[src/rtl/crosshair_overlay_pkg.sv]
// Shared definitions for the crosshair overlay.
// Contents:
//   - Raster coordinate widths (HCOUNT_W, VCOUNT_W) and the signed
//     difference width used for the distance tests.
//   - RGB888 colour constants.
//   - is_frame_start: true on the first pixel of a frame.
//   - abs_diff: magnitude of a signed difference of two zero-extended
//     coordinates.
package crosshair_overlay_pkg;

    localparam int HCOUNT_W = 11;
    localparam int VCOUNT_W = 10;
    localparam int COLOR_W  = 24;
    localparam int DIFF_W   = 12;

    localparam logic [COLOR_W-1:0] MAGENTA = 24'hFF00FF;
    localparam logic [COLOR_W-1:0] GREEN   = 24'h00FF00;
    localparam logic [COLOR_W-1:0] BLUE    = 24'h0000FF;

    function automatic logic is_frame_start(input logic [HCOUNT_W-1:0] h,
                                            input logic [VCOUNT_W-1:0] v);
        return (h == '0) && (v == '0);
    endfunction

    // Both operands are zero-extended screen coordinates, so the true
    // difference lies in -2047..2047. That range fits 12-bit two's
    // complement, which means the distance never wraps around a screen edge.
    function automatic logic [DIFF_W-1:0] abs_diff(input logic [DIFF_W-1:0] a,
                                                   input logic [DIFF_W-1:0] b);
        logic [DIFF_W-1:0] d;
        d = a - b;
        return d[DIFF_W-1] ? (~d + 1'b1) : d;
    endfunction

endpackage

[src/rtl/crosshair_channel.sv]
// One crosshair channel: coordinate capture, frame-synchronous update,
// timeout/lost tracking and the hit test for the current pixel.
// Ports:
//   clk, reset    pixel clock, synchronous active-high reset
//   frame_start   first pixel of the frame (hcount==0 && vcount==0)
//   hcount/vcount current raster position
//   en            draw enable for this channel
//   x, y, valid   coordinate update, taken when valid is high
//   blink_phase   global blink phase (1 = lost crosshairs visible)
//   hit           combinational: this channel draws the current pixel
//   lost          registered: no update for TIMEOUT_FRAMES frame starts
module crosshair_channel
    import crosshair_overlay_pkg::*;
#(
    parameter int THICK_HALF     = 0,
    parameter int ARM_LEN        = 0,
    parameter int TIMEOUT_FRAMES = 30
) (
    input  logic                clk,
    input  logic                reset,
    input  logic                frame_start,
    input  logic [HCOUNT_W-1:0] hcount,
    input  logic [VCOUNT_W-1:0] vcount,
    input  logic                en,
    input  logic [HCOUNT_W-1:0] x,
    input  logic [VCOUNT_W-1:0] y,
    input  logic                valid,
    input  logic                blink_phase,
    output logic                hit,
    output logic                lost
);

    localparam int TW = $clog2(TIMEOUT_FRAMES + 1);
    localparam logic [TW-1:0]     TMAX = TW'(TIMEOUT_FRAMES);
    localparam logic [DIFF_W-1:0] TH   = DIFF_W'(THICK_HALF);
    localparam logic [DIFF_W-1:0] AL   = DIFF_W'(ARM_LEN);
    localparam logic              FULL = (ARM_LEN == 0);

    logic [HCOUNT_W-1:0] pend_x, act_x, eff_x;
    logic [VCOUNT_W-1:0] pend_y, act_y, eff_y;
    logic [TW-1:0]       cnt, cnt_next;
    logic                seen;   // a valid arrived since the last frame start
    logic [DIFF_W-1:0]   dx, dy;
    logic                v_arm, h_arm;

    // Coordinates that govern the current pixel. On the frame-start cycle
    // the frame's new coordinates apply immediately, with a coincident
    // valid overriding the pending value.
    always_comb begin
        eff_x = act_x;
        eff_y = act_y;
        if (frame_start) begin
            eff_x = valid ? x : pend_x;
            eff_y = valid ? y : pend_y;
        end
    end

    always_comb begin
        cnt_next = cnt;
        if (valid)
            cnt_next = '0;
        else if (frame_start && !seen && (cnt != TMAX))
            cnt_next = cnt + 1'b1;
    end

    always_ff @(posedge clk) begin
        if (reset) begin
            pend_x <= '0;
            pend_y <= '0;
            act_x  <= '0;
            act_y  <= '0;
            cnt    <= TMAX;
            seen   <= 1'b0;
            lost   <= 1'b1;
        end else begin
            if (valid) begin
                pend_x <= x;
                pend_y <= y;
            end
            if (frame_start) begin
                act_x <= eff_x;
                act_y <= eff_y;
            end
            cnt  <= cnt_next;
            // A valid on the frame-start cycle belongs to that frame start.
            seen <= frame_start ? 1'b0 : (seen | valid);
            lost <= (cnt_next == TMAX);
        end
    end

    assign dx = abs_diff({1'b0, hcount}, {1'b0, eff_x});
    assign dy = abs_diff({2'b0, vcount}, {2'b0, eff_y});

    assign v_arm = (dx <= TH) && (FULL || (dy <= AL));
    assign h_arm = (dy <= TH) && (FULL || (dx <= AL));
    assign hit   = en && (!lost || blink_phase) && (v_arm || h_arm);

endmodule

[src/rtl/crosshair_overlay.sv]
// Multi-channel crosshair overlay on a streaming raster.
// Ports:
//   clk, reset  pixel clock, synchronous active-high reset
//   hcount      current pixel column (11 bits)
//   vcount      current pixel row (10 bits)
//   ch_en       per-channel draw enable
//   ch_x, ch_y  flattened per-channel coordinates (11 / 10 bits each)
//   ch_valid    per-channel update strobe
//   ch_color    flattened per-channel RGB888 colour
//   pixel       background pixel
//   pixel_out   composited pixel, one cycle after its hcount/vcount/pixel
//   ch_lost     per-channel lost flag
// Handshake: ch_valid[i] is a single-cycle qualifier with no back-pressure;
// ch_x/ch_y for channel i are taken on every cycle its bit is high.
module crosshair_overlay
    import crosshair_overlay_pkg::*;
#(
    parameter int NUM_CH         = 3,
    parameter int THICK_HALF     = 0,
    parameter int ARM_LEN        = 0,
    parameter int TIMEOUT_FRAMES = 30,
    parameter int BLINK_FRAMES   = 16
) (
    input  logic                         clk,
    input  logic                         reset,
    input  logic [HCOUNT_W-1:0]          hcount,
    input  logic [VCOUNT_W-1:0]          vcount,
    input  logic [NUM_CH-1:0]            ch_en,
    input  logic [HCOUNT_W*NUM_CH-1:0]   ch_x,
    input  logic [VCOUNT_W*NUM_CH-1:0]   ch_y,
    input  logic [NUM_CH-1:0]            ch_valid,
    input  logic [COLOR_W*NUM_CH-1:0]    ch_color,
    input  logic [COLOR_W-1:0]           pixel,
    output logic [COLOR_W-1:0]           pixel_out,
    output logic [NUM_CH-1:0]            ch_lost
);

    localparam int BW = $clog2(BLINK_FRAMES + 1);
    localparam logic [BW-1:0] BLAST = BW'(BLINK_FRAMES - 1);

    logic              frame_start;
    logic [BW-1:0]     frame_cnt;
    logic              blink_phase;
    logic [NUM_CH-1:0] hit;
    logic [COLOR_W-1:0] mix;

    assign frame_start = is_frame_start(hcount, vcount);

    always_ff @(posedge clk) begin
        if (reset) begin
            frame_cnt   <= '0;
            blink_phase <= 1'b0;
        end else if (frame_start) begin
            if (frame_cnt == BLAST) begin
                frame_cnt   <= '0;
                blink_phase <= ~blink_phase;
            end else begin
                frame_cnt <= frame_cnt + 1'b1;
            end
        end
    end

    for (genvar g = 0; g < NUM_CH; g++) begin : g_ch
        crosshair_channel #(
            .THICK_HALF     (THICK_HALF),
            .ARM_LEN        (ARM_LEN),
            .TIMEOUT_FRAMES (TIMEOUT_FRAMES)
        ) u_ch (
            .clk         (clk),
            .reset       (reset),
            .frame_start (frame_start),
            .hcount      (hcount),
            .vcount      (vcount),
            .en          (ch_en[g]),
            .x           (ch_x[HCOUNT_W*g +: HCOUNT_W]),
            .y           (ch_y[VCOUNT_W*g +: VCOUNT_W]),
            .valid       (ch_valid[g]),
            .blink_phase (blink_phase),
            .hit         (hit[g]),
            .lost        (ch_lost[g])
        );
    end

    // Walk from the highest index down so the lowest-index hit is written last.
    always_comb begin
        mix = pixel;
        for (int i = NUM_CH - 1; i >= 0; i--) begin
            if (hit[i])
                mix = ch_color[COLOR_W*i +: COLOR_W];
        end
    end

    always_ff @(posedge clk) begin
        if (reset)
            pixel_out <= '0;
        else
            pixel_out <= mix;
    end

endmodule

[config.mk]
export PLATFORM = sky130hd
export DESIGN_NAME = crosshair_overlay
export DESIGN_NICKNAME = d
export VERILOG_FILES = /design/src/rtl/crosshair_overlay_pkg.sv /design/src/rtl/crosshair_channel.sv /design/src/rtl/crosshair_overlay.sv
export SDC_FILE = /design/constraint.sdc
export NUM_CORES = 1
export LEC_CHECK = 0
export ABC_AREA = 1
export BUFFER_PORTS_ARGS = -buffer_cell sky130_fd_sc_hd__buf_2
export CORE_ASPECT_RATIO = 2
export CORE_MARGIN = 2
export CORE_UTILIZATION = 55
export CTS_BUF_LIST = sky130_fd_sc_hd__clkbuf_8
export CTS_CLUSTER_DIAMETER = 120
export DETAILED_ROUTE_END_ITERATION = 7
export GPL_ROUTABILITY_DRIVEN = 0
export PLACE_DENSITY = 0.78
export SYNTH_ARGS = -nofsm -noshare
export SYNTH_HDL_FRONTEND = slang
export SYNTH_SLANG_ARGS = --single-unit
[constraint.sdc]
create_clock -name clk -period 5.5 [get_ports clk]
set_input_delay 0.275 -clock clk [delete_from_list [all_inputs] [get_ports clk]]
set_output_delay 0.275 -clock clk [all_outputs]
set_load 0.02 [all_outputs]
Yosys cells after proc, flatten, opt, wreduce, memory -nomap -nowiden
Index checks and enable logic that the tools add are counted.
{"block": "word_totals", "regBits": 177, "elab_cells": 120, "in_bits": 188, "out_inout_bits": 27}
{"block": "classes", "n_bitwise": 10, "addsub": 16, "order_cmp": 6, "reduce_logical": 29, "n_mux": 28, "eq_ne": 7}
{"operator": "$add 12x1->12 const B", "count": 6}
{"operator": "$le 12x1->1 const B", "count": 6}
{"operator": "$mux 12", "count": 6}
{"operator": "$mux 24", "count": 3}
{"operator": "$not 12->12", "count": 6}
{"operator": "$mux 11", "count": 6}
{"operator": "$mux 10", "count": 6}
{"operator": "$sub 11x11->12", "count": 3}
{"operator": "$mux 5", "count": 7}
{"operator": "$sub 10x10->11", "count": 3}
{"operator": "$add 5x1->5 const B", "count": 4}
{"operator": "$eq 5x5->1 const B", "count": 3}
{"operator": "$ne 5x5->1 const B", "count": 3}
{"operator": "$logic_and 1x1->1", "count": 13}
{"operator": "$logic_not 11->1", "count": 1}
{"operator": "$logic_not 10->1", "count": 1}
{"operator": "$logic_not 1->1", "count": 6}
{"operator": "$logic_or 1x1->1", "count": 6}
{"operator": "$eq 5x4->1 const B", "count": 1}
{"operator": "$or 1x1->1", "count": 3}
{"operator": "$reduce_and 2->1", "count": 1}
{"operator": "$reduce_or 2->1", "count": 1}
{"operator": "$not 1->1", "count": 1}

Logic depth before layout (Yosys ltp)
{"block": "depth", "ltp_word": 13, "depth_mapped": 35, "depth_no_buf": 33}

Hierarchy
From an unflattened synthesis, not the netlist that was laid out.
{"block": "unflattened", "cells_unflattened": 1992, "area_unflattened_um2": 12752.2}
{"module": "crosshair_channel at g_ch[1].u_ch", "n_inst": 1, "area_per_inst_um2": 3713.6, "cells_per_inst": 577, "seq_area_each_um2": 980.9}
{"module": "crosshair_channel at g_ch[0].u_ch", "n_inst": 1, "area_per_inst_um2": 3669.8, "cells_per_inst": 584, "seq_area_each_um2": 980.9}
{"module": "crosshair_channel at g_ch[2].u_ch", "n_inst": 1, "area_per_inst_um2": 3648.5, "cells_per_inst": 585, "seq_area_each_um2": 980.9}
{"module": "crosshair_overlay", "n_inst": 1, "area_per_inst_um2": 1720.4, "cells_per_inst": 246, "seq_area_each_um2": 600.6}

Worst setup path before layout
Ideal clock, no wire load.
{"block": "synth_timing", "path_kind": "input-to-reg", "start": "input port hcount[2]", "end": "register pixel_out[13]", "setup_time_ns": 0.109, "arrival_time_ns": 3.946, "path_buffers": 3, "cell_stages": 29, "path_slack_ns": 1.446, "t_required_ns": 5.391, "cell_sequence": "or2_0 nor4_1 nand3_1 clkinv_1 clkbuf_1 or2_2 inv_1 a21oi_1 ha_1 inv_1 fa_1 nand3_2 nand3_2 nand3_1 nand3_2 a31oi_4 buf_6 nand3_1 nand2_1 nand3_1 nor3_2 nand2_1 nand2_4 buf_12 nand3_2 nand2_1 inv_1 nand2_1 inv_1"}
{"block": "synth_via", "elab_cells_between_ends": 47, "classes_between": "add/sub (12); order compare (6); mux (15); bitwise (6); reduce/logical (8)"}
{"element": "from (decl)", "line": "crosshair_overlay.sv:26", "rtl": "input logic [HCOUNT_W-1:0] hcount,"}
{"element": "$logic_not 11->1 *", "line": "crosshair_overlay_pkg.sv:22", "rtl": "return (h == '0) && (v == '0);"}
{"element": "$logic_and 1x1->1 *", "line": "crosshair_overlay_pkg.sv:22"}
{"element": "$mux 10 *", "line": "crosshair_channel.sv:52", "rtl": "if (frame_start) begin"}
{"element": "named net g_ch[0].u_ch.eff_y[0]", "line": "crosshair_channel.sv:40", "rtl": "logic [VCOUNT_W-1:0] pend_y, act_y, eff_y;"}
{"element": "$sub 10x10->11 *", "line": "crosshair_overlay_pkg.sv:31", "rtl": "d = a - b;"}
{"element": "$not 12->12", "line": "crosshair_overlay_pkg.sv:32", "rtl": "return d[DIFF_W-1] ? (~d + 1'b1) : d;"}
{"element": "$add 12x1->12", "line": "crosshair_overlay_pkg.sv:32"}
{"element": "$mux 12 *", "line": "crosshair_overlay_pkg.sv:32"}
{"element": "$le 12x1->1 *", "line": "crosshair_channel.sv:95", "rtl": "assign h_arm = (dy <= TH) && (FULL || (dx <= AL));"}
{"element": "$logic_or 1x1->1 *", "line": "crosshair_channel.sv:96", "rtl": "assign hit = en && (!lost || blink_phase) && (v_arm || h_arm);"}
{"element": "$logic_and 1x1->1 *", "line": "crosshair_channel.sv:96"}
{"element": "$mux 24 *", "line": "crosshair_overlay.sv:88", "rtl": "if (hit[i])"}
{"element": "to (signal assigned)", "line": "crosshair_overlay.sv:97", "rtl": "pixel_out <= mix;"}
{"element": "to (decl)", "line": "crosshair_overlay.sv:34", "rtl": "output logic [COLOR_W-1:0] pixel_out,"}
Mark *: on every way through the listed nets, which the timed path passes. The rest lies on a longest branch.
A chain may end at the register's enable or synchronous reset.

Worst setup path in the final report
{"block": "layout_timing", "start": "input port hcount[2]", "end": "register pixel_out[7]"}
{"block": "layout_via", "elab_cells_between_ends": 47, "classes_between": "add/sub (12); order compare (6); mux (15); bitwise (6); reduce/logical (8)"}
{"element": "$logic_not 11->1 *", "line": "crosshair_overlay_pkg.sv:22"}
{"element": "$logic_and 1x1->1 *", "line": "crosshair_overlay_pkg.sv:22"}
{"element": "$mux 11 *", "line": "crosshair_channel.sv:52"}
{"element": "named net g_ch[1].u_ch.eff_x[0]", "line": "crosshair_channel.sv:39", "rtl": "logic [HCOUNT_W-1:0] pend_x, act_x, eff_x;"}
{"element": "$sub 11x11->12 *", "line": "crosshair_overlay_pkg.sv:31"}
{"element": "$not 12->12", "line": "crosshair_overlay_pkg.sv:32"}
{"element": "$add 12x1->12", "line": "crosshair_overlay_pkg.sv:32"}
{"element": "$mux 12 *", "line": "crosshair_overlay_pkg.sv:32"}
{"element": "$le 12x1->1 *", "line": "crosshair_channel.sv:94", "rtl": "assign v_arm = (dx <= TH) && (FULL || (dy <= AL));"}
{"element": "$logic_or 1x1->1 *", "line": "crosshair_channel.sv:96"}
{"element": "$logic_and 1x1->1 *", "line": "crosshair_channel.sv:96"}
{"element": "$mux 24 * (2 in series)", "line": "crosshair_overlay.sv:88"}
Marks and branches as above.

==> impl_results.md <==
- Worst r2r src: g_ch[1].u_ch.pend_x[0]$_SDFF_PP0_
- Synth Register Bits: 177
- CP Max Fanout: 41
- Reg area: 3540 um^2
- Via count: 12671
- Routed wire length per instance: 14.9 um
- Layout cells sized above 1: 0.175
- PD cells: 209 nW/um^2
- Status: complete, no violations
- Postcts setup bufs: 0
- Die Area: 24200 um^2
- Slowest-stage cell, CP: fa_1
- Deepest clock path buffer count: 2
- Max-cap violations: 0
- Vias per cell: 5.37
- R2r worst-path depth: 22
- TNS Setup: 0 ns
- CTS buffer count: 17
- Synthesized cell area: 12600 um^2
- Worst rel slew slack: 0.447
- Total GRT Usage: 0.294
- Unrepaired setup endpoints after global routing: false
- Vias in the first global route: 12624
- Final hold viol count: 0
- DRT Pass-1 Iters: 5
- Reg clk slew, reported paths: 0.09 ns
- Yosys cell types: 56
- Final min period: 4.59 ns
- CP Class: in2reg
- IO Port Bufs: 214
- CP Launch Type: primary input
- Top post-synthesis cells by area: dfxtp_1, nand2_1, nand3_1
- Worst flop-to-flop path endpoint: pixel_out[7]$_SDFF_PP0_
- Clk sinks: 177
- DRT iter0 DRCs: 618
- IO Count: 215
- Post-CTS Hold Buffers: 2
- Clock root buffer: clkbuf_8
- Row cnt: 78
- HP Class: in2reg
- Clock Skews: 0.00997 ns
- Multi-input logic area: 7810 um^2
- # fillers: 2145
- Starting Density: 0.559
- Layout Utilization: 0.632
- Synth Flop Type: dfxtp_1
- Cell with the most instances after synthesis: nand2_1
- Peak supply drop: 217 uV
- First-pass GRT wire length: 57400 um
- CP Data Arrival Time: 4.99 ns
- Flop2flop setup slack: 1.70 ns
- Leak pwr: 7.48 nW
- Wirelength, routed: 35100 um
- Worst Setup SP: hcount[2]
- Synth Net Count: 2149
- Die Ht: 218 um
- GR Overflow Total: 0
- CTS tree: yes
- Worst Hold Launch: ch_x[18]
- H-tree levels: 4
- Post-DP HPWL: 28200 um
- Number of remaining DRC errors: 0
- Die X: 111 um
- EDFF count, synth: 0
- Max-slew violations: 0
- Worst skew pair latency: 0.50 ns
- Tcrit/Tclk final: 0.834
- Worst setup path end: pixel_out[7]$_SDFF_PP0_
- Post-DRT Antenna Nets: 0
- Initial antenna violation count: 0
- FFs w/ async S/R, synth: 0
- Yosys top cell area share: 0.281
- Yosys warns: 0
- Area growth, synth to finish: 13.2%
- Achievable clock frequency: 218 MHz
- Core Footprint: 22500 um^2
- Worst path required time: 5.90 ns
- CP Capture Type: flop
- Largest net degree at the start of global routing: 77
- CP max stage delay: 0.42 ns
- Mapped Avg Cell Area: 6.68 um^2
- Cell taking the most area after synthesis: dfxtp_1
- Commonest cells post-synth: nand2_1, inv_1, nor2_1
- Final setup fails: 0
- Post_cts resized: 0
- Gate Count Post-Synth: 1885
- Transition time at the pin with the least slew margin: 0.829 ns
- Crit-path most repeated cell: nand2_1
- Sequential-to-total area share from yosys stat: 0.281
- # nets final: 2332
-- placed cells by master, fill, tap and decap left out, types with 4 or more instances in the layout --
cell / n
nand2_1: 486
inv_1: 231
nor2_1: 227
buf_2: 213
nand3_1: 188
dfxtp_1: 177
o21ai_0: 89
ha_1: 70
mux2i_1: 63
a21oi_1: 47
nand3_2: 38
xor2_1: 24
nor3_1: 20
nand4_1: 20
clkbuf_8: 17
nand3b_1: 13
buf_4: 12
nand2_2: 11
or2_2: 10
xnor2_1: 10
inv_2: 9
o21bai_1: 9
nand2_4: 8
a211oi_1: 6
fa_1: 6
nor4_1: 5
a21oi_2: 5
nor2_2: 5
a31oi_1: 5
clkinv_2: 4
a21o_1: 4
bufinv_16: 4
-- power by group --
part | switching [W] | internal, W
logic | 0.000408 | 0.000244
clock network | 0.000497 | 0.000492
registers | 0.0000173 | 0.00133
total | 0.000922 | 0.00206
-- metal layers --
layer	share of wire	wire, um	vias to the layer above	track usage
met5	0	0	-	0
met4	0.075	2630	0	0.216
met3	0.047	1640	137	0.0445
met2	0.54	19100	421	0.581
met1	0.33	11700	5694	0.263
li1	-	-	6419	-
-- worst min-delay path by stage --
stage / to / depth (start not counted)
6_report: g_ch[1].u_ch.pend_x[7]$_SDFF_PP0_ / 3
5_1_grt: g_ch[1].u_ch.pend_x[7]$_SDFF_PP0_ / 3
4_1_cts: g_ch[1].u_ch.pend_x[7]$_SDFF_PP0_ / 3
3_5_place_dp: frame_cnt[4]$_SDFFE_PP0N_ / 2
3_3_place_gp: frame_cnt[4]$_SDFFE_PP0N_ / 2
2_1_floorplan: pixel_out[8]$_SDFF_PP0_ / 2
-- logic make-up (layout without fill, tap and decap cells) --
| kind of cell | count (synthesis) | after routing | share of synthesized area |
|---|---|---|---|
| compound gates | 180 | 180 | 0.0827 |
| xor+xnor | 40 | 40 | 0.0332 |
| fa+ha+maj | 76 | 76 | 0.0791 |
| buf+inv | 305 | 500 | 0.0990 |
| flops | 177 | 177 | 0.281 |
| mux | 63 | 63 | 0.0501 |
| other cells | 0 | 1 | 0 |
| simple gates | 1044 | 1044 | 0.375 |
-- metrics by stage --
stage	instance area (um^2)	total power (W)	instances	hold slack, ns	worst slack (ns)
floorplan	12600	0.00182	1885	0.410	1.45
global placement	13800	0.00200	2327	0.430	0.578
detailed placement	13800	0.00202	2327	0.447	0.488
CTS	14200	0.00301	2360	0.000198	1.00
global route	14200	0.00314	2360	0.0247	0.595
finish	14300	0.00298	2361	0.0296	0.914
-- sequential cells by signal (all words and copies together), names as in the netlist --
name              cells
g_ch.u_ch.lost        3
blink_phase           1
g_ch.u_ch.pend_y     30
pixel_out            24
g_ch.u_ch.pend_x     33
g_ch.u_ch.act_x      33
frame_cnt             5
g_ch.u_ch.cnt        15
g_ch.u_ch.seen        3
g_ch.u_ch.act_y      30
-- area by class of cell --
type	count	area share
sequential	177	0.249
antenna	1	0.000176
clock inverter	14	0.0133
timing repair buffer	229	0.0853
multi-input combinational	1403	0.548
inverter	240	0.0634
clock buffer	17	0.0164
tap	280	0.0246
-- critical path, delay by kind of cell --
family	cells	cell delay, ns
AND/OR/NAND/NOR	18	2.62
buffers and inverters	5	0.69
adder cells (fa/ha/maj)	2	0.59
AO/OA/AOI/OAI	2	0.47
XOR/XNOR	1	0.29
Note: power is estimated with default switching activity, not from simulation.
